===== src/rtl/idex_hazard_stage.sv =====
// ---------------------------------------------------------------------------
// idex_hazard_stage
//   ID/EX pipeline register with load-use hazard detection and a
//   programmable bubble count.
//
//   When the instruction in EX writes a register that the instruction in ID
//   reads, the ID instruction is held (stall_if/stall_id) and LOAD_LAT
//   bubbles are pushed into EX. A flush kills the ID instruction and any
//   remaining bubble countdown. en=0 freezes every register.
//
//   Configuration macro: IDEX_FORWARD_EN
//     defined   : only loads in EX (ex_mem_read) create a hazard, because
//                 ALU results are forwarded downstream.
//     undefined : any register-writing instruction in EX (ex_reg_write_en)
//                 creates a hazard.
//
// Ports
//   clk, rst              clock, asynchronous active-high reset
//   en                    stage enable (0 = hold all state)
//   flush                 kill the ID instruction (insert bubble)
//   id_*                  decoded instruction fields from ID
//   ex_*                  registered copies presented to EX
//   stall_if, stall_id    hold PC and the IF/ID register (combinational)
//   perf_stall_cnt        saturating count of hazard/countdown bubbles
// ---------------------------------------------------------------------------
module idex_hazard_stage #(
    parameter int XLEN     = 32,
    parameter int RADDR_W  = 5,
    parameter int LOAD_LAT = 1
) (
    input  logic               clk,
    input  logic               rst,
    input  logic               en,
    input  logic               flush,
    input  logic               id_valid,
    input  logic [XLEN-1:0]    id_pc4,
    input  logic [XLEN-1:0]    id_op1,
    input  logic [XLEN-1:0]    id_op2,
    input  logic [3:0]         id_alu_sel,
    input  logic [RADDR_W-1:0] id_rs1,
    input  logic [RADDR_W-1:0] id_rs2,
    input  logic [RADDR_W-1:0] id_rd,
    input  logic               id_reg_write_en,
    input  logic               id_mem_read,
    input  logic               id_mem_req_write,
    input  logic               id_mem_req_type,
    input  logic [2:0]         id_wb_sel,
    output logic               ex_valid,
    output logic [XLEN-1:0]    ex_pc4,
    output logic [XLEN-1:0]    ex_op1,
    output logic [XLEN-1:0]    ex_op2,
    output logic [3:0]         ex_alu_sel,
    output logic [RADDR_W-1:0] ex_rd,
    output logic               ex_reg_write_en,
    output logic               ex_mem_read,
    output logic               ex_mem_req_write,
    output logic               ex_mem_req_type,
    output logic [2:0]         ex_wb_sel,
    output logic               stall_if,
    output logic               stall_id,
    output logic [15:0]        perf_stall_cnt
);

    // Countdown reload: the hazard edge itself is the first bubble.
    localparam logic [2:0] LAT_M1 = 3'(LOAD_LAT - 1);

    logic [2:0] cnt_r;
    logic       ex_writer_s;
    logic       hazard_s;
    logic       stall_s;

    // True when a nonzero destination matches either source register.
    function automatic logic rs_match(input logic [RADDR_W-1:0] rd,
                                      input logic [RADDR_W-1:0] rs1,
                                      input logic [RADDR_W-1:0] rs2);
        return (rd != '0) && ((rd == rs1) || (rd == rs2));
    endfunction

    // Selects which EX control bit marks a result that cannot be forwarded.
    always_comb begin
`ifdef IDEX_FORWARD_EN
        ex_writer_s = ex_mem_read;
`else
        ex_writer_s = ex_reg_write_en;
`endif
    end

    // Hazard detection and stall generation; flush and reset mask the stall.
    always_comb begin
        hazard_s = id_valid & ex_valid & ex_writer_s & rs_match(ex_rd, id_rs1, id_rs2);
        stall_s  = (hazard_s | (cnt_r != 3'd0)) & ~flush & ~rst;
    end

    assign stall_if = stall_s;
    assign stall_id = stall_s;

    // ID/EX register, bubble countdown and stall performance counter.
    always_ff @(posedge clk or posedge rst) begin
        if (rst) begin
            ex_valid         <= 1'b0;
            ex_pc4           <= '0;
            ex_op1           <= '0;
            ex_op2           <= '0;
            ex_alu_sel       <= 4'd0;
            ex_rd            <= '0;
            ex_reg_write_en  <= 1'b0;
            ex_mem_read      <= 1'b0;
            ex_mem_req_write <= 1'b0;
            ex_mem_req_type  <= 1'b0;
            ex_wb_sel        <= 3'd0;
            cnt_r            <= 3'd0;
            perf_stall_cnt   <= 16'd0;
        end else if (en) begin
            if (flush || hazard_s || (cnt_r != 3'd0)) begin
                // Bubble: every EX field, including valid, goes to zero.
                ex_valid         <= 1'b0;
                ex_pc4           <= '0;
                ex_op1           <= '0;
                ex_op2           <= '0;
                ex_alu_sel       <= 4'd0;
                ex_rd            <= '0;
                ex_reg_write_en  <= 1'b0;
                ex_mem_read      <= 1'b0;
                ex_mem_req_write <= 1'b0;
                ex_mem_req_type  <= 1'b0;
                ex_wb_sel        <= 3'd0;
            end else begin
                ex_valid         <= id_valid;
                ex_pc4           <= id_pc4;
                ex_op1           <= id_op1;
                ex_op2           <= id_op2;
                ex_alu_sel       <= id_alu_sel;
                ex_rd            <= id_rd;
                ex_reg_write_en  <= id_reg_write_en;
                ex_mem_read      <= id_mem_read;
                ex_mem_req_write <= id_mem_req_write;
                ex_mem_req_type  <= id_mem_req_type;
                ex_wb_sel        <= id_wb_sel;
            end

            // Flush wins over any pending countdown and is not counted.
            if (flush) begin
                cnt_r <= 3'd0;
            end else if (cnt_r != 3'd0) begin
                cnt_r <= cnt_r - 3'd1;
            end else if (hazard_s) begin
                cnt_r <= LAT_M1;
            end else begin
                cnt_r <= 3'd0;
            end

            if (!flush && (hazard_s || (cnt_r != 3'd0)) && (perf_stall_cnt != 16'hFFFF)) begin
                perf_stall_cnt <= perf_stall_cnt + 16'd1;
            end else begin
                perf_stall_cnt <= perf_stall_cnt;
            end
        end else begin
            cnt_r          <= cnt_r;
            perf_stall_cnt <= perf_stall_cnt;
        end
    end

endmodule


===== config.mk =====
export PLATFORM = sky130hd
export DESIGN_NAME = idex_hazard_stage
export DESIGN_NICKNAME = d
export VERILOG_FILES = /design/src/rtl/idex_hazard_stage.sv
export SDC_FILE = /design/constraint.sdc
export NUM_CORES = 1
export LEC_CHECK = 0
export BUFFER_PORTS_ARGS = -buffer_cell sky130_fd_sc_hd__buf_2
export CORE_AREA = 2 2 172 106
export CTS_CLUSTER_DIAMETER = 120
export CTS_CLUSTER_SIZE = 24
export DETAILED_ROUTE_END_ITERATION = 8
export DIE_AREA = 0 0 174 108
export GPL_TIMING_DRIVEN = 0
export PLACE_DENSITY = 0.6
export SYNTH_ARGS = -nofsm -noshare
export SYNTH_HDL_FRONTEND = slang
export SYNTH_SLANG_ARGS = --single-unit

===== constraint.sdc =====
create_clock -name clk -period 3.6 [get_ports clk]
set_input_delay 0.36 -clock clk [delete_from_list [all_inputs] [get_ports clk]]
set_output_delay 0.36 -clock clk [all_outputs]
set_load 0.02 [all_outputs]

## Word level (Yosys, flattened, before mapping)

Index checks and enable logic that the tools add are counted.

| operators by class | value |
|---|---|
| add/subtract/negate cells | 2 |
| eq/ne operators | 3 |
| multiplexer cells | 13 |
| bitwise gates (word level) | 8 |
| reductions and logical operators | 11 |

Operator list:

| cell | count |
|---|---|
| $mux W32 | 3 |
| $add A16 B1 Y16 const B | 1 |
| $ne A16 B16 Y1 const B | 1 |
| $eq A5 B5 Y1 | 2 |
| $mux W3 | 3 |
| $and A1 B1 Y1 | 5 |
| $mux W1 | 5 |
| $mux W5 | 1 |
| $reduce_bool A5 Y1 | 1 |
| $logic_or A1 B1 Y1 | 4 |
| $mux W4 | 1 |
| $logic_and A1 B1 Y1 | 3 |
| $reduce_bool A3 Y1 | 1 |
| $sub A3 B1 Y3 const B | 1 |
| $not A1 Y1 | 2 |
| $reduce_and A2 Y1 | 1 |
| $logic_not A1 Y1 | 1 |
| $or A1 B1 Y1 | 1 |

| word-level totals | value |
|---|---|
| register bits after elaboration | 132 |
| input port bits | 127 |
| output and inout bits | 131 |
| word-level logic and storage cells | 50 |

## Longest topological paths before layout

| logic depth | value |
|---|---|
| word-level depth | 8 |
| gate-level depth with buffers | 9 |
| gate-level depth less buffers | 7 |

## Worst setup path before layout

Ideal clock, no wire load.

| timing | value |
|---|---|
| path type | reg2out |
| start point | register ex_rd[0] |
| end point | output port stall_if |
| data arrival time | 2.019 ns |
| required time | 3.240 ns |
| path slack | 1.221 ns |
| stages on the path, launching flop included | 7 |
| buffers on the path | 1 |
| path through | dfrtp_1 -> xor2_1 -> nor3_1 -> a22oi_1 -> o21a_4 -> nor3_1 -> buf_4 |

| on the way | value |
|---|---|
| cells in the longest elaborated chain, start to end | 7 |
| elaborated cells between the ends (all ways) | 9 |
| classes of those cells | eq/ne: 2; bitwise: 4; reduce/logical: 3 |

Ends and longest elaborated chain:

| item | line | source |
|---|---|---|
| start, declared | 53 | `output logic [RADDR_W-1:0] ex_rd,` |
| start signal, assigned | 133 | `ex_rd <= id_rd;` |
| $eq A5 B5 Y1 | 76 | `return (rd != '0) && ((rd == rs1) \|\| (rd == rs2));` |
| $logic_or A1 B1 Y1 | 76 |  |
| $logic_and A1 B1 Y1 (*) | 76 |  |
| $and A1 B1 Y1 (*) | 90 | `hazard_s = id_valid & ex_valid & ex_writer_s & rs_match(ex_rd, id_rs1, id_rs2);` |
| $or A1 B1 Y1 (*) | 91 | `stall_s = (hazard_s \| (cnt_r != 3'd0)) & ~flush & ~rst;` |
| $and A1 B1 Y1 (*) (2 in series) | 91 |  |
| end, declared | 59 | `output logic stall_if,` |

Every way passes the cells marked *; elsewhere a longest branch is shown, timed or not.

## Final worst setup path

| timing | value |
|---|---|
| start point | register ex_rd[2] |
| end point | output port stall_if |

Same word-level chain as after synthesis.

==> flow_metrics.env <==
export IMPL_final_util=0.4287
export IMPL_die_area_um2=18790
export IMPL_power_density_nw_per_um2=535.0
export IMPL_post_place_ws_ps=1126
export IMPL_fin_skew_ps=8.935
export IMPL_ctsHtreeMaxLevel=4
export IMPL_ios=258
export IMPL_cpPeakStageDelay_ps=560
export IMPL_synth_seq_cells=132
export IMPL_netlist_instances=364
export IMPL_slew_headroom=0.5205
export IMPL_root_buffer="clkbuf_16"
export IMPL_slew_violations=0
export IMPL_min_period_ps=2653
export IMPL_r2r_end="perf_stall_cnt[1]"
export IMPL_hpwl_um=11460
export IMPL_pwr_share_clk=0.419
export IMPL_antenna_left=0
export IMPL_max_clock_freq_ghz=0.3770
export IMPL_hold_violations=0
export IMPL_synth_distinct_cells=36
export IMPL_antenna_found_initial=1
export IMPL_regArea_um2=3303
export IMPL_synthMostInstantiatedCell="dfrtp_1"
export IMPL_fin_area_um2=7303
export IMPL_finalPower_mw=3.907
export IMPL_cp_end_kind="output pin"
export IMPL_die_w_um=174
export IMPL_place_congestion=0.9110
export IMPL_worst_path_max_fanout=8
export IMPL_start_util=0.2988
export IMPL_r2r_start="ex_rd[0]"
export IMPL_power_switching_mw=1.103
export IMPL_worstPathArrival_ps=2290
export IMPL_die_height_um=108
export IMPL_tightest_slew_ps=714.9
export IMPL_cts_sinks=132
export IMPL_reg2reg_setup_slack_ps=1130
export IMPL_async_reset_ff_frac=1.000
export IMPL_synth_top_cell_by_area="dfrtp_1"
export IMPL_n_antenna_cell=0
export IMPL_yosysTopAreaCellShare=0.6490
export IMPL_place_inst=858
export IMPL_hold_path_depth=2
export IMPL_hold_slack_ps=154.1
export IMPL_hold_start="id_op1[19]"
export IMPL_fill_cells=1674
export IMPL_intPower_mw=2.805
export IMPL_core_area_um2=17040
export IMPL_area_delta_synth_final_pct=43.49
export IMPL_synthTopCellsByCount="132 x dfrtp_1, 114 x a22o_1, 15 x xor2_1"
export IMPL_nNetsFinal=774
export IMPL_yosys_warnings=0
export IMPL_grt_max_degree=46
export IMPL_p_leak_nw=3.929
export IMPL_seq_area_frac_synth=0.6490
export IMPL_criticalPathCategory="flop to output pin"
export IMPL_place_area_um2=6733
export IMPL_clock_latency_ps=420
export IMPL_cts_resized=0
export IMPL_cts_setup_buffers=0
export IMPL_clk_pin_slew_worst_paths_ps=60
export IMPL_crit_chain="or4_1, o2111ai_2, o21a_4, nor3_1, buf_4, buf_2"
export IMPL_synth_edf_count=0
export IMPL_final_cells=891
export IMPL_outcome="complete, no violations"
export IMPL_io_buffer_count=257
export IMPL_drt_initial_drc_count=206
export IMPL_pwr_share_comb=0.151
export IMPL_cts_hold_buf=1
export IMPL_netSwitchingFraction=0.2822
export IMPL_grt_ovfl_total=0
export IMPL_tns_ps=0
export IMPL_slowest_stage="or4_1"
export IMPL_cts_made_buffers=17
export IMPL_synth_nets=494
export IMPL_cts_tree="built"
export IMPL_multi_input_area_um2=1590
export IMPL_drcViolationCount=0
export IMPL_viasPerCell=4.738
export IMPL_avgSynthCellArea_um2=13.98
export IMPL_min_to="ex_op1[19]"
export IMPL_drt_pass1_iterations=4
export IMPL_rsz0062_at_grt="false"
export IMPL_grtUsageTotal=0.1618
export IMPL_syn_area_um2=5090
export IMPL_hp_class="input port to flop"
export IMPL_drt_wirelength_per_cell_um=17.02
export IMPL_grt_pass1_vias=4267
export IMPL_reg2reg_depth=6
export IMPL_final_setup_worst_slack_ps=947.4
export IMPL_required_ps=3240
export IMPL_wirelength_um=15160
export IMPL_setup_violations=0
export IMPL_yosys_most_used_dff="dfrtp_1"
export IMPL_final_period_utilization=0.7368
export IMPL_critPathLaunchType="flop"
export IMPL_drive_gt1_frac=0.4734
export IMPL_rows=37
export IMPL_route_vias_total=4222
export IMPL_seqPwrFrac=0.429
export IMPL_ys_top_cells_by_area="dfrtp_1 65%, a22o_1 20%, xor2_1 2.6%"
export IMPL_grt_pass1_wl_um=23500
export IMPL_ir_drop_mv=0.2631
export IMPL_maxCapViolations=0
export IMPL_clockBufferDepth=2
[worst max-delay path by stage]
stage	startpoint	end	slack, ps	cells after the start
3_3_place_gp	rst	ex_op1[10]	850	2
3_5_place_dp	ex_rd[0]	perf_stall_cnt[1]	1130	6
6_report	ex_rd[2]	stall_if	950	6
2_1_floorplan	ex_rd[0]	stall_if	1220	6
5_1_grt	ex_rd[0]	stall_if	800	7
4_1_cts	ex_rd[2]	stall_if	910	6
[cell type report]
| type | instances | area share |
|---|---|---|
| tap | 234 | 0.04009 |
| sequential | 132 | 0.4523 |
| multi-input combinational | 200 | 0.2177 |
| timing repair buffer | 261 | 0.1857 |
| buffer | 27 | 0.02433 |
| clock buffer | 19 | 0.05928 |
| clock inverter | 13 | 0.01747 |
| inverter | 5 | 0.003084 |
[power by group through the flow]
stage	Sequential, mW	Combinational (mW)	Clock (mW)
floorplan	1.84	0.190	0
global placement	1.70	0.583	0
detailed placement	1.70	0.600	0
CTS	1.68	0.601	1.68
global route	1.69	0.637	1.75
finish	1.68	0.591	1.64
[per-layer routing]
layer,GRT usage,vias to the layer above,share of wire
met4,0.05462,2,0.013
li1,-,1938,-
met1,0.2167,2075,0.46
met5,0,-,0.00053
met2,0.2453,191,0.45
met3,0.05696,16,0.081
[sequential cells by signal, summed over array words and instances, names as in the netlist, 3 cells and up]
signal,flops
cnt_r,3
ex_alu_sel,4
ex_op1,32
ex_op2,32
ex_pc4,32
ex_rd,5
ex_wb_sel,3
perf_stall_cnt,16
[cells in the final DEF, fill, tap and decap left out, drive strengths merged, types with 2 or more instances in the layout]
| master | count |
|---|---|
| and3 | 2 |
| ha | 3 |
| inv | 8 |
| a21oi | 4 |
| clkbuf | 32 |
| a31oi | 3 |
| dfrtp | 132 |
| nand2 | 5 |
| xor2 | 15 |
| nand4 | 5 |
| clkinv | 3 |
| clkinvlp | 6 |
| nor4 | 2 |
| o21ai | 2 |
| a22o | 114 |
| and2 | 3 |
| buf | 274 |
| nor3 | 8 |
| xnor2 | 6 |
| nand3 | 6 |
| nor2 | 9 |
[worst max-delay path, delay by kind of cell, from the launching register on]
| kind | cells | cell delay [ps] |
|---|---|---|
| compound gates | 2 | 530 |
| buf+inv | 2 | 280 |
| flops | 1 | 440 |
| simple gates | 2 | 630 |
[kinds of logic (layout without fill, tap and decap cells)]
group           Yosys count  after routing  synth area share
mux                       1              1          0.002212
compound gates          129            129            0.2190
fa+ha+maj                 3              3          0.007375
xor+xnor                 21             21           0.03614
buf+inv                  32            325           0.03859
simple gates             46             46           0.04769
flops                   132            132            0.6490
(Power assumes the default switching activity.)
